$ cat src/rtl/reg_file_responder.sv
// Register-file responder: captures read/write request edges from Control and services them with
// a 3-state FSM. Optional `ZERO_REG_EN makes register 0 read as zero and discards writes to it.
module reg_file_responder #(
  parameter int DATA_W   = 16,
  parameter int NUM_REGS = 8
) (
  input  logic              clk,
  input  logic              reset,
  input  logic [8:0]        RegSelect,
  input  logic              ReadFlag,
  input  logic              WriteFlag,
  input  logic [DATA_W-1:0] WriteData,
  output logic [DATA_W-1:0] OperandA,
  output logic [DATA_W-1:0] OperandB,
  output logic [1:0]        DoneRegFlag,
  output logic              Busy
);

  typedef enum logic [1:0] {IDLE, WRITE, READ} state_t;

  typedef struct packed {
    logic [2:0] rs;
    logic [2:0] rt;
  } rd_req_t;

  typedef struct packed {
    logic [2:0]        rd;
    logic [DATA_W-1:0] data;
  } wr_req_t;

  state_t            state, state_nxt;
  logic              read_prev, write_prev;
  logic              read_pend, write_pend;
  logic              read_acc, write_acc;
  logic              read_clr, write_clr;
  rd_req_t           rd_req;
  wr_req_t           wr_req;
  logic              reg_we;
  logic [DATA_W-1:0] a_val, b_val;
  logic [DATA_W-1:0] regs [NUM_REGS];

  // An edge is only accepted into an empty one-deep slot; otherwise it is dropped.
  assign read_acc  = ReadFlag  & ~read_prev  & ~read_pend;
  assign write_acc = WriteFlag & ~write_prev & ~write_pend;

  always_comb begin
    state_nxt = state;
    read_clr  = 1'b0;
    write_clr = 1'b0;
    case (state)
      IDLE: begin
        if (write_pend) begin
          state_nxt = WRITE;
          write_clr = 1'b1;
        end else if (read_pend) begin
          state_nxt = READ;
          read_clr  = 1'b1;
        end
      end
      WRITE:   state_nxt = IDLE;
      READ:    state_nxt = IDLE;
      default: state_nxt = IDLE;
    endcase
  end

  always_comb begin
    a_val = regs[rd_req.rs];
    b_val = regs[rd_req.rt];
`ifdef ZERO_REG_EN
    if (rd_req.rs == 3'd0) a_val = '0;
    if (rd_req.rt == 3'd0) b_val = '0;
`endif
  end

`ifdef ZERO_REG_EN
  assign reg_we = (state == WRITE) && (wr_req.rd != 3'd0);
`else
  assign reg_we = (state == WRITE);
`endif

  assign Busy = (state != IDLE) | read_pend | write_pend;

  always_ff @(posedge clk) begin
    if (reset) begin
      state       <= IDLE;
      read_prev   <= 1'b0;
      write_prev  <= 1'b0;
      read_pend   <= 1'b0;
      write_pend  <= 1'b0;
      rd_req      <= '0;
      wr_req      <= '0;
      OperandA    <= '0;
      OperandB    <= '0;
      DoneRegFlag <= 2'b00;
      for (int i = 0; i < NUM_REGS; i++) regs[i] <= '0;
    end else begin
      state      <= state_nxt;
      read_prev  <= ReadFlag;
      write_prev <= WriteFlag;

      if (read_acc) begin
        read_pend <= 1'b1;
        rd_req    <= '{rs: RegSelect[5:3], rt: RegSelect[2:0]};
      end else if (read_clr) begin
        read_pend <= 1'b0;
      end

      if (write_acc) begin
        write_pend <= 1'b1;
        wr_req     <= '{rd: RegSelect[8:6], data: WriteData};
      end else if (write_clr) begin
        write_pend <= 1'b0;
      end

      if (reg_we) regs[wr_req.rd] <= wr_req.data;

      if (state == READ) begin
        OperandA <= a_val;
        OperandB <= b_val;
      end

      // Done pulses trail the service state by one cycle; states are exclusive so bits never overlap.
      DoneRegFlag <= {state == WRITE, state == READ};
    end
  end

endmodule

$ cat config.mk
export PLATFORM = sky130hd
export DESIGN_NAME = reg_file_responder
export DESIGN_NICKNAME = d
export VERILOG_FILES = /design/src/rtl/reg_file_responder.sv
export SDC_FILE = /design/constraint.sdc
export NUM_CORES = 1
export LEC_CHECK = 0
export ABC_AREA = 1
export CORE_MARGIN = 2
export CORE_UTILIZATION = 38
export CTS_CLUSTER_DIAMETER = 40
export DETAILED_ROUTE_END_ITERATION = 10
export PLACE_DENSITY = 0.63
export SLEW_MARGIN = 20
export SYNTH_ARGS = -nofsm -noshare
export SYNTH_HDL_FRONTEND = slang
export SYNTH_SLANG_ARGS = --single-unit
$ cat constraint.sdc
create_clock -name clk -period 1.9 [get_ports clk]
set_input_delay 0.285 -clock clk [delete_from_list [all_inputs] [get_ports clk]]
set_output_delay 0.285 -clock clk [all_outputs]
set_load 0.01 [all_outputs]
==> impl_summary.log <==
INFO  metric via_count = 7,943
INFO  metric layout-drive-gt1-share = 7.19%
INFO  metric setup-tns-final = 0 ns
INFO  metric placementRows = 57
INFO  metric groute.usage.overall = 20.1%
INFO  metric path_cells = nor2_2 -> nand3_1 -> clkdlybuf4s50_1
INFO  metric timing.reg2reg.worst_path_depth = 6
INFO  metric rsz0062_at_grt = no
INFO  metric crit_path_end = Busy
INFO  metric cap_viol_max_count = 0
INFO  metric critical-path-max-stage-delay = 0.54 ns
INFO  metric slowest_stage = sky130_fd_sc_hd__clkdlybuf4s50_1
INFO  metric placement.io_buffers = 63
INFO  metric clock_tree.buffer_depth = 2
INFO  metric grt_antenna_before_repair = 0
INFO  metric period_needed = 1.83 ns
INFO  metric report.final.slew_viol_count = 0
INFO  metric hold_fix_buffers_at_cts = 0
INFO  metric maxClockFrequency = 0.546 GHz
INFO  metric final_design_area_no_fill = 11,100 µm²
INFO  metric synth_fp_nets = 1,219
INFO  metric total_power = 10.0 mW
INFO  metric critical_path.startpoint = state[0]
INFO  metric antennaDiodeCount = 0
INFO  metric cp-end-kind = output port
INFO  metric required = 1.62 ns
INFO  metric postLayoutSetupSlackWorst = 0.0684 ns
INFO  metric worst_hold_path_type = in -> reg
INFO  metric syn_std_cell_area = 9450 µm²
INFO  metric clockRootBuffer = sky130_fd_sc_hd__clkbuf_16
INFO  metric vias_per_cell = 5.04
INFO  metric grt_pass1_vias = 7,481
INFO  metric finalHoldViolCount = 0
INFO  metric proportion_of_synthesized_chip_area_in_sequential_cells = 54.4%
INFO  metric synthesis.yosys.warnings = 0
INFO  metric hold_path_startpoint = WriteFlag
INFO  metric cp.arrival = 1.55 ns
INFO  metric placer_congestion = 0.810
INFO  metric postRouteAntennaNets = 0
INFO  metric totalWireLength = 25.2 mm
INFO  metric tritoncts_num_sinks = 193
INFO  metric drc = 0
INFO  metric post-route-period-util = 96.4%
INFO  metric fillers = 2,411
INFO  metric clock-skew-final = 0.0200 ns
INFO  metric clk_pin_slew = 0.07 ns
INFO  metric detailedRoute.firstIterationViolations = 1,034
INFO  metric post_drt_wl_per_cell = 16.0 µm
INFO  metric finalNetCount = 1,268
INFO  metric mostFrequentLayoutCell = sky130_fd_sc_hd__nand2_1
INFO  metric reg2reg_slack = 0.30 ns
INFO  metric whs = 0.373 ns
INFO  metric tritoncts = yes
INFO  metric htree_levels = 4
INFO  metric firstDrtPassIters = 6
INFO  metric r2r-start = state[1]
INFO  metric final-instance-count-excl-fill = 1,576
INFO  metric syn_to_final_growth = 17.2%
INFO  metric place_hpwl = 17.4 mm
INFO  metric mostFrequentLayoutCells = sky130_fd_sc_hd__nand2_1, sky130_fd_sc_hd__nand3_1, sky130_fd_sc_hd__inv_1
INFO  metric post_synth_num_cell_types = 20
INFO  metric worst_skew_pair.late_latency = 0.45 ns
INFO  metric leakage = 4.69 nW
INFO  metric dp.cells = 1,544
INFO  metric postPlaceCellArea = 10,500 µm²
INFO  metric largest_net_degree_at_the_start_of_global_routing = 65
INFO  metric max-vdd-ir-drop = 0.693 mV
INFO  metric critical_path.startpoint_type = flop
INFO  metric grt_pass1_wl = 41.3 mm
INFO  metric initial_utilization = 38.7%
INFO  metric dp_worst_setup_slack = 0.0339 ns
INFO  metric die_y = 162 µm
INFO  metric power_density = 906 nW/µm²
INFO  metric critical_path.max_fanout = 5
INFO  metric yosys_register_bits = 193
INFO  metric io-pin-count = 64
INFO  metric core-area = 24,400 µm²
INFO  metric tightestPinTransition = 0.587 ns
INFO  metric die_area = 26,100 µm²
INFO  metric tritoncts.num_buffers = 17
INFO  metric slew_headroom = 60.6%
INFO  metric outcome = finished, final reports clean
INFO  metric fin_util = 45.4%
INFO  metric die-width = 162 µm
INFO  metric synthesis.instances = 1,190
INFO  metric globalRouteOverflowTotal = 0
INFO  metric syn_area_per_cell = 7.94 µm²
INFO  metric regToRegEndpoint = regs[5][4]
INFO  metric setup_failing_eps_final = 0
INFO  metric worst_setup_path_category = reg -> out
-- power by group --
part / internal, mW / leakage, nW / switching (mW)
Clock: 2.08 / 0.295 / 1.63
Sequential: 4.66 / 1.87 / 0.0870
Combinational: 0.522 / 2.53 / 1.05
Total: 7.27 / 4.69 / 2.77
-- what timing repair did --
| action | in CTS | in global routing |
|---|---|---|
| gates resized for setup | 1 | 1 |
| endpoints found under the setup margin | 1 | 1 |
| buffers inserted | 0 | 0 |
-- critical path, delay by kind of cell, from the launching register on --
| family | cells | cell delay [ns] |
|---|---|---|
| AND/OR/NAND/NOR | 2 | 0.14 |
| flip-flops | 1 | 0.42 |
| buffers and inverters | 1 | 0.54 |
-- synthesized netlist by cell type --
cell / instances / area share, %
sky130_fd_sc_hd__buf_6: 8 / 0.95
sky130_fd_sc_hd__buf_2: 41 / 2.2
sky130_fd_sc_hd__inv_1: 142 / 5.6
sky130_fd_sc_hd__clkinv_1: 18 / 0.71
sky130_fd_sc_hd__nand2_2: 8 / 0.53
sky130_fd_sc_hd__clkbuf_1: 22 / 0.87
sky130_fd_sc_hd__nand3_1: 193 / 10
sky130_fd_sc_hd__nor2_4: 3 / 0.36
sky130_fd_sc_hd__dfxtp_1: 65 / 14
sky130_fd_sc_hd__nand2_1: 302 / 12
sky130_fd_sc_hd__nand3_4: 1 / 0.19
sky130_fd_sc_hd__o21ai_0: 57 / 3.0
sky130_fd_sc_hd__inv_2: 1 / 0.040
sky130_fd_sc_hd__edfxtp_1: 128 / 41
sky130_fd_sc_hd__o22ai_1: 1 / 0.066
sky130_fd_sc_hd__nor3_1: 2 / 0.11
sky130_fd_sc_hd__buf_1: 3 / 0.12
sky130_fd_sc_hd__nor2_1: 136 / 5.4
sky130_fd_sc_hd__a21oi_1: 58 / 3.1
sky130_fd_sc_hd__a211oi_1: 1 / 0.079
-- worst min path at each step --
stage,end,cells past startpoint
2_1_floorplan,read_pend,1
3_3_place_gp,state[0],1
3_5_place_dp,state[0],1
4_1_cts,write_prev,3
5_1_grt,read_prev,3
6_report,write_prev,3
-- area by class of cell --
class                      count  area (µm²)  share of cell area [%]
sequential                   193        5150                    46.5
multi-input combinational    762        3310                    29.9
timing repair buffer         104         988                    8.93
inverter                     161         604                    5.46
clock buffer                  20         468                    4.23
tap                          324         405                    3.66
clock inverter                12         144                    1.30
-- layer usage --
metal | share of wire, % | vias to the layer above | routed length [µm] | global-route usage (%)
met5 | 0 | - | 0 | 0
met4 | 1.3 | 0 | 329 | 5.23
met3 | 9.2 | 30 | 2330 | 4.11
met2 | 41 | 403 | 10400 | 28.5
met1 | 48 | 3594 | 12200 | 31.1
li1 | - | 3916 | - | -
-- cell families after synthesis --
kind of cell / after synthesis / synth area share (%)
AO/OA/AOI/OAI: 117 / 6.24
buffers and inverters: 235 / 10.5
flip-flops: 193 / 54.4
AND/OR/NAND/NOR: 645 / 28.8
-- flip-flops by register name, summed over array words and instances, names as in the netlist --
signal / count
write_pend: 1
OperandB: 16
state: 2
write_prev: 1
wr_req: 19
rd_req: 6
read_prev: 1
DoneRegFlag: 2
OperandA: 16
regs: 128
read_pend: 1
Note: power is estimated with default switching activity, not from simulation.
